## config.mk

```make
export PLATFORM = sky130hd
export DESIGN_NAME = systolic_operand_feeder
export DESIGN_NICKNAME = d
export VERILOG_FILES = /design/src/rtl/systolic_pkg.sv /design/src/rtl/operand_bank.sv /design/src/rtl/systolic_operand_feeder.sv
export SDC_FILE = /design/constraint.sdc
export NUM_CORES = 1
export LEC_CHECK = 0
export ABC_AREA = 1
export CAP_MARGIN = 30
export CORE_ASPECT_RATIO = 0.8
export CORE_MARGIN = 3
export CORE_UTILIZATION = 60
export CTS_CLUSTER_SIZE = 14
export DETAILED_ROUTE_END_ITERATION = 6
export PLACE_DENSITY = 0.75
export SETUP_SLACK_MARGIN = 0.02
export SYNTH_ARGS = -nofsm -noshare
export SYNTH_HDL_FRONTEND = slang
export SYNTH_SLANG_ARGS = --single-unit
```

## constraint.sdc

```tcl
create_clock -name clk -period 4.8 [get_ports clk]
set_input_delay 0.96 -clock clk [delete_from_list [all_inputs] [get_ports clk]]
set_output_delay 0.96 -clock clk [all_outputs]
set_load 0.02 [all_outputs]
```

## src/rtl/systolic_pkg.sv

```systemverilog
// Shared definitions for the systolic array front end: array geometry,
// operand width, feeder FSM states and the length of one skewed feed.
package systolic_pkg;
    localparam int N          = 5;
    localparam int DW         = 8;
    localparam int AW         = $clog2(N*N);
    localparam int SW         = $clog2(3*N-1);
    localparam int FEED_STEPS = 3*N-2;

    typedef enum logic [1:0] {
        IDLE = 2'd0,
        FEED = 2'd1,
        DONE = 2'd2
    } feeder_state_t;
endpackage

```

## src/rtl/operand_bank.sv

```systemverilog
// NxN operand register file: one write port, N skewed read lanes for a given
// feed step. COL_LANE=0 reads A by row lane, COL_LANE=1 reads B by column lane.
module operand_bank
    import systolic_pkg::*;
#(
    parameter bit COL_LANE = 1'b0
) (
    input  logic            clk,
    input  logic            we,
    input  logic [AW-1:0]   waddr,
    input  logic [DW-1:0]   wdata,
    input  logic [SW-1:0]   step,
    output logic [N*DW-1:0] rd
);
    logic [DW-1:0] mem [N*N];

    always_ff @(posedge clk) begin
        if (we) mem[waddr] <= wdata;
    end

    // A write landing on the same edge as the step-0 read is forwarded so the
    // first beat already sees it.
    always_comb begin
        rd = '0;
        for (int l = 0; l < N; l++) begin
            logic signed [SW:0] off;
            logic [AW-1:0]      idx;
            off = $signed({1'b0, step}) - $signed((SW+1)'(l));
            idx = '0;
            if (!off[SW] && (off < $signed((SW+1)'(N)))) begin
                idx = COL_LANE ? AW'(int'(off) * N + l) : AW'(l * N + int'(off));
                rd[l*DW +: DW] = (we && (waddr == idx)) ? wdata : mem[idx];
            end
        end
    end
endmodule

```

## src/rtl/systolic_operand_feeder.sv

```systemverilog
// Buffers operand matrices A and B and streams them, diagonally skewed, into
// the west/north edges of the systolic array, with ctrl_init on the first beat.
//
// state | meaning
// IDLE  | buffers writable, waiting for start
// FEED  | streaming skewed beats, step 0 .. FEED_STEPS-1
// DONE  | single cycle, done pulse, then back to IDLE
module systolic_operand_feeder
    import systolic_pkg::*;
(
    input  logic            clk,
    input  logic            rst_n,
    input  logic            wr_en,
    input  logic            wr_sel,
    input  logic [AW-1:0]   wr_addr,
    input  logic [DW-1:0]   wr_data,
    output logic            wr_err,
    input  logic            start,
    output logic [N*DW-1:0] a_out,
    output logic [N*DW-1:0] b_out,
    output logic            feed_valid,
    output logic            ctrl_init,
    output logic            busy,
    output logic            done
);
    feeder_state_t   state, state_nx;
    logic [SW-1:0]   step, step_nx, rd_step;
    logic [N*DW-1:0] a_rd, b_rd, a_nx, b_nx;
    logic            fv_nx, ci_nx, busy_nx, done_nx;
    logic            wr_ok, wr_bad, last_step;

    assign last_step = (step == SW'(FEED_STEPS - 1));
    assign wr_ok     = wr_en && (state == IDLE) && (32'(wr_addr) < 32'(N*N));
    assign wr_bad    = wr_en && !wr_ok;
    // Outputs are registered, so the banks are read for the step about to be shown.
    assign rd_step   = (state == FEED) ? step + SW'(1) : '0;

    operand_bank #(.COL_LANE(1'b0)) u_bank_a (
        .clk   (clk),
        .we    (wr_ok && !wr_sel),
        .waddr (wr_addr),
        .wdata (wr_data),
        .step  (rd_step),
        .rd    (a_rd)
    );

    operand_bank #(.COL_LANE(1'b1)) u_bank_b (
        .clk   (clk),
        .we    (wr_ok && wr_sel),
        .waddr (wr_addr),
        .wdata (wr_data),
        .step  (rd_step),
        .rd    (b_rd)
    );

    always_ff @(posedge clk or negedge rst_n) begin
        if (!rst_n) state <= IDLE;
        else        state <= state_nx;
    end

    always_comb begin
        state_nx = state;
        case (state)
            IDLE:    if (start) state_nx = FEED;
            FEED:    if (last_step) state_nx = DONE;
            DONE:    state_nx = IDLE;
            default: state_nx = IDLE;
        endcase
    end

    always_comb begin
        step_nx = step;
        a_nx    = '0;
        b_nx    = '0;
        fv_nx   = 1'b0;
        ci_nx   = 1'b0;
        busy_nx = 1'b0;
        done_nx = 1'b0;
        case (state)
            IDLE: begin
                if (start) begin
                    step_nx = '0;
                    a_nx    = a_rd;
                    b_nx    = b_rd;
                    fv_nx   = 1'b1;
                    ci_nx   = 1'b1;
                    busy_nx = 1'b1;
                end
            end
            FEED: begin
                busy_nx = 1'b1;
                if (last_step) begin
                    step_nx = '0;
                    done_nx = 1'b1;
                end else begin
                    step_nx = step + SW'(1);
                    a_nx    = a_rd;
                    b_nx    = b_rd;
                    fv_nx   = 1'b1;
                end
            end
            default: step_nx = '0;
        endcase
    end

    always_ff @(posedge clk or negedge rst_n) begin
        if (!rst_n) begin
            step       <= '0;
            a_out      <= '0;
            b_out      <= '0;
            feed_valid <= 1'b0;
            ctrl_init  <= 1'b0;
            busy       <= 1'b0;
            done       <= 1'b0;
            wr_err     <= 1'b0;
        end else begin
            step       <= step_nx;
            a_out      <= a_nx;
            b_out      <= b_nx;
            feed_valid <= fv_nx;
            ctrl_init  <= ci_nx;
            busy       <= busy_nx;
            done       <= done_nx;
            wr_err     <= wr_bad;
        end
    end
endmodule

```

==> results.yml, run 1 <==
outcome:
  status: "finished with violations"
  violations: "design-rule violations"
setup_path:
  worstSetupStartpointType: "flip-flop"
  worstSetupEndpointType: "flip-flop"
  critical_path_class: "flip-flop to flip-flop"
  arrival_ns: 4.98
  reg2reg_depth: 18
  crit_required_ns: 5.27
  path_max_fanout: 21
sta:
  holdWs_ns: 0.388
  maxSlewHeadroom: 0.341
  fin_crit_sh: 0.940
  max_slew.worst_pin.slew_ns: 0.989
  fmax_mhz: 222
  clock_skew_ns: 0.0216
  maxSlewViolCount: 0
  setup_tns_ns: 0
  hold_viol_final: 0
  fin_crit_ns: 4.51
  grt_setup_unrepaired: "false"
  setup_viol: 0
synthesis:
  syn_area_per_cell_sq_um: 9.11
  synth-edff-count: 400
  synth.yosys.seq_area_share: 0.587
  synth_warnings: 0
  netlist-cell-type-count: 42
  ys_async_sr_fraction: 0.185
  synth-seq-cells: 491
  syn_area_sq_um: 24300
  synth_flop_cell: "edfxtp_1"
  netlist_instances: 2670
  synth_fp_nets: 2710
floorplan:
  fp-row-count: 65
  die_w_microns: 231
  io_pins: 103
  initial_utilization: 0.613
  core_area_sq_um: 39700
  dieArea_sq_um: 43000
  die_h_microns: 186
global_routing:
  grt_pass1_vias: 19700
  track_usage: 0.396
  grt_max_degree: 194
  grt_pass1_wl_microns: 125000
  antenna_found_initial: 3
  grt_remaining_overflow: 0
clock_network:
  h-tree-depth: 2
  cts_tree: "done"
  cts.sinks: 491
  cts_buffers: 47
  ctsHoldBuffers: 0
  cts_root_buf: "clkbuf_16"
  clock_latency_ns: 0.60
  clockBufferDepth: 3
  path_clk_slew_ns: 0.06
placed_design:
  post-dp-hpwl_microns: 58100
  portBuffers: 102
  gp_congestion: 1.06
detailed_routing:
  drt_pass1_iterations: 7
  avgRoutedWirePerCell_microns: 25.6
  ant_nets: 0
  vias: 21400
  drc_errors: 2
  routed_wl_microns: 85100
  drt-initial-drc-count: 3898
  via_per_inst: 6.44
finish:
  area_growth_syn_to_layout_pct: 13.0
  layout_commonest_cell: "nand2_1"
  fillCellCount: 2949
  final_cell_mix: "nand2_1 (875), nand3_1 (598), edfxtp_1 (400)"
  drive_gt1_frac: 0.0760
  num-nets-final: 2795
job:
  drv_cap: 0
min_path:
  min_path_type: "input pin to asynchronous set/reset pin"
cell type report:
class / count / area [sq um] / share of cell area
Timing Repair Buffer: 183 / 1620 / 0.0591
Multi-Input combinational cell: 1947 / 9080 / 0.330
Sequential cell: 491 / 14300 / 0.520
Tap cell: 536 / 671 / 0.0244
Antenna cell: 1 / 2.50 / 0.0000910
Clock inverter: 23 / 228 / 0.00828
Inverter: 85 / 323 / 0.0117
Clock buffer: 59 / 1280 / 0.0467
per-layer routing:
metal  global-route usage  share of wire  routed length, microns  vias to the layer above
li1                     -              -                       -                     9321
met1                0.592           0.40                   33800                    10100
met4               0.0833          0.019                    1600                        2
met2                0.532           0.40                   33700                     1824
met5               0.0172         0.0012                     103                        -
met3                0.176           0.19                   15900                      147
synthesized netlist by cell type, types with 2 or more instances:
cell type | instances | share of area
xor2_1 | 14 | 0.0050
buf_2 | 63 | 0.013
o221ai_1 | 6 | 0.0022
or2_2 | 2 | 0.00051
dfrtp_1 | 91 | 0.094
o21ai_1 | 20 | 0.0041
edfxtp_1 | 400 | 0.49
ha_1 | 21 | 0.011
nand2_2 | 14 | 0.0036
inv_2 | 14 | 0.0022
nand2_1 | 875 | 0.13
nor3_1 | 3 | 0.00062
buf_6 | 2 | 0.00093
nand2_4 | 5 | 0.0023
buf_4 | 7 | 0.0022
xnor2_1 | 4 | 0.0014
o211ai_1 | 23 | 0.0071
inv_1 | 70 | 0.011
and2_1 | 41 | 0.011
nor2_1 | 136 | 0.021
nand3_1 | 598 | 0.12
nor2_4 | 4 | 0.0019
o22ai_1 | 3 | 0.00077
nand3b_1 | 3 | 0.00093
nor2_2 | 3 | 0.00077
o21ai_0 | 65 | 0.013
nand4_1 | 8 | 0.0021
a21oi_1 | 81 | 0.017
nor4_1 | 2 | 0.00051
nand3_2 | 7 | 0.0029
buf_1 | 18 | 0.0028
clkbuf_1 | 57 | 0.0088
through the flow:
stage | cell area (sq um) | util | worst slack (ns) | instances
after global placement | 26000 | 0.654 | 0.340 | 3240
after global routing | 27500 | 0.693 | 0.0505 | 3324
final | 27500 | 0.693 | 0.288 | 3325
after floorplan | 24300 | - | 0.562 | 2670
after CTS | 27500 | 0.693 | 0.296 | 3323
after detailed placement | 26000 | 0.654 | 0.322 | 3241
final timing paths:
check	from	to	slack [ns]
max	step[0]	b_out[31]	0.29
min	rst_n	a_out[27]	0.39
max reg2reg	step[0]	b_out[31]	0.29
min reg2reg	step[3]	step[3]	0.62
max in group asynchronous	rst_n	b_out[9]	3.42
min in group clk	step[3]	step[3]	0.62
state kept, by name, summed over array words and instances, names as in the netlist:
signal,count
u_bank_b.mem,200
state,2
feed_valid,1
a_out,40
wr_err,1
done,1
b_out,40
ctrl_init,1
u_bank_a.mem,200
busy,1
step,4
cell families after synthesis:
| group | share of synthesized area |
|---|---|
| and+or+nand+nor | 0.307 |
| adders and majority gates | 0.0116 |
| xor gates and xnor gates | 0.00828 |
| DFF | 0.587 |
| buffers and inverters | 0.0407 |
| AOI/OAI and AO/OA | 0.0454 |
critical path, cell delays in order, from the launching register on:
cell and delay (ns):
dfrtp_1 0.50, inv_2 0.28, ha_1 0.48, inv_1 0.11, nor2_4 0.21, nand2_1 0.20, nand2_1 0.22, xor2_1 0.17
ha_1 0.26, ha_1 0.29, nand3_1 0.14, nand2_2 0.49, clkinvlp_4 0.17, buf_4 0.23, nand2_1 0.08, o21ai_0 0.07
nand2_1 0.10, nand2_1 0.16, a21oi_1 0.22
what timing repair did:
item	in CTS	in global routing
endpoints found under the setup margin	0	8
resized for setup	0	1
buffers inserted	0	1
Power of run 1 is not shown: default switching activity piles up to over one toggle a cycle in this logic, so the estimate is an artifact.
==> run 2, diff against run 1 <==
CTS_CLUSTER_DIAMETER = 40   (was unset)
==> run 2 against run 1 <==
The run still ends with design-rule violations left. Sequential cell count unchanged. Fmax down 0.16%. Global-route usage decreased by 0.30 points. Critical path depth stayed put. Routed wire length shrank 0.49%. Clock-buffer cell count grew 2. Hold slack got worse by 0.028 ns. Via count fell by 0.27%. Die area unchanged. Sequential share of layout area shrank 0.51 points. Highest routed layer unchanged.
==> results.yml, run 2 (synthesis gave the netlist of run 1 again) <==
placed_design:
  placed_cells: 3241
  post_dp_cell_area_sq_um: 26000
  portBuffers: 102
  gp_congestion: 1.06
  pre_cts_slack_ns: 0.322
  post-dp-hpwl_microns: 58100
finish:
  fin_cells: 3336
  antennaDiodeCount: 0
  area_growth_syn_to_layout_pct: 14.1
  drive_gt1_frac: 0.0825
  layout_commonest_cell: "nand2_1"
  postLayoutCellArea_sq_um: 27800
  num-nets-final: 2803
  fillCellCount: 2914
  reg.largest.list: "u_bank_a.mem x200, u_bank_b.mem x200"
  final_cell_mix: "nand2_1 (875), nand3_1 (598), edfxtp_1 (400)"
setup_path:
  crit_required_ns: 5.29
  crit_buf_inv: 4
  timing.rr.start: "step[0]"
  path_max_fanout: 21
  r2r_end: "b_out[31]"
  worstSetupEndpointType: "flip-flop"
  arrival_ns: 5.01
  rrSetupSlack_ns: 0.28
  crit_chain: "inv_2 -> ha_1 -> inv_1 -> nor2_4 -> nand2_1 -> nand2_1 -> xor2_1 -> ha_1 -> ha_1 -> nand3_1 -> nand2_2 -> clkinvlp_4 -> buf_4 -> nand2_1 -> o21ai_0 -> nand2_1 -> nand2_1 -> a21oi_1"
  crit_top_cell: "nand2_1"
  max_stage_delay_ns: 0.50
  critical_path_class: "flip-flop to flip-flop"
  worstSetupStartpointType: "flip-flop"
  slowest_stage: "dfrtp_1"
  crit_family: "simple AND/OR/NAND/NOR gates"
  reg2reg_depth: 18
global_routing:
  antenna_found_initial: 3
  grt_pass1_vias: 19700
  grt_max_degree: 194
  grt_remaining_overflow: 0
  track_usage: 0.393
  grt_pass1_wl_microns: 124000
sta:
  fin_crit_sh: 0.941
  fin_crit_ns: 4.52
  worst_slack_ns: 0.281
  max_slew.worst_pin.slew_ns: 1.00
  maxSlewHeadroom: 0.332
  setup_tns_ns: 0
  fmax_mhz: 221
  hold_viol_final: 0
  clock_skew_ns: 0.0362
  setup_viol: 0
  maxSlewViolCount: 0
  grt_setup_unrepaired: "false"
floorplan:
  die_w_microns: 231
  io_pins: 103
  core_area_sq_um: 39700
  fp-row-count: 65
  dieArea_sq_um: 43000
  initial_utilization: 0.613
  die_h_microns: 186
clock_network:
  h-tree-depth: 2
  cts_tree: "done"
  cts_root_buf: "clkbuf_16"
  cts_buffers: 55
  clock_latency_ns: 0.63
  path_clk_slew_ns: 0.06
  cts.sinks: 491
  clockBufferDepth: 3
detailed_routing:
  via_per_inst: 6.40
  vias: 21300
  drc_errors: 8
  avgRoutedWirePerCell_microns: 25.4
  ant_nets: 0
  drt_pass1_iterations: 7
  routed_wl_microns: 84700
  drt-initial-drc-count: 3937
min_path:
  min_path_type: "input pin to asynchronous set/reset pin"
outcome:
  status: "finished with violations"
  violations: "design-rule violations"
job:
  drv_cap: 0
-- run 2: changes by cell type in the layout (fill, tap and decap cells not counted) --
cell        before  now
inv_4            0    1
clkinvlp_2       0    1
inv_6            1    7
inv_8            0    4
clkbuf_1         9    4
diode_2          1    0
clkinv_1         8    6
clkbuf_16       50   55
inv_16           1    0
bufinv_16        3    4
clkbuf_8         0    2
clkinv_2         9    3
clkinv_4         0    5
clkinv_8         0    1
-- run 2: per-stage QoR --
stage | util | hold WS (ns)
global route | 0.700 | 0.400
floorplan | - | 0.552
CTS | 0.699 | 0.366
finish | 0.700 | 0.360
global placement | 0.654 | 0.590
detailed placement | 0.654 | 0.599
-- run 2: routing by layer --
layer,routed length [microns],global-route usage,up-vias
li1,-,-,9351
met1,34000,0.590,10000
met2,33100,0.524,1810
met3,15700,0.172,171
met4,1770,0.0887,6
met5,129,0.0172,-
-- run 2: cell type report --
| class | instances | area [sq um] | area share |
|---|---|---|---|
| flip-flops and latches | 491 | 14300 | 0.514 |
| multi-input cells | 1947 | 9080 | 0.327 |
| repair buffers | 183 | 1620 | 0.0585 |
| clock buffers | 61 | 1420 | 0.0511 |
| well taps | 536 | 671 | 0.0241 |
| clock inverters | 33 | 369 | 0.0133 |
| inverters | 85 | 323 | 0.0116 |
-- run 2: how the worst max path moves through the flow --
stage           endpoint  cells after the start  startpoint
2_1_floorplan   b_out[9]                     24     step[0]
3_3_place_gp   b_out[30]                     17     step[0]
3_5_place_dp   b_out[31]                     17     step[0]
4_1_cts        b_out[31]                     17     step[0]
5_1_grt        b_out[31]                     18     step[0]
6_report       b_out[31]                     18     step[0]
-- run 2: repair_timing --
| action | in CTS | in global routing |
|---|---|---|
| setup endpoints to repair | 0 | 8 |
| setup buffers | 0 | 1 |
| gates resized for setup | 0 | 1 |
| hold buffers | 0 | 0 |
Power of run 2 is left out for the same reason.
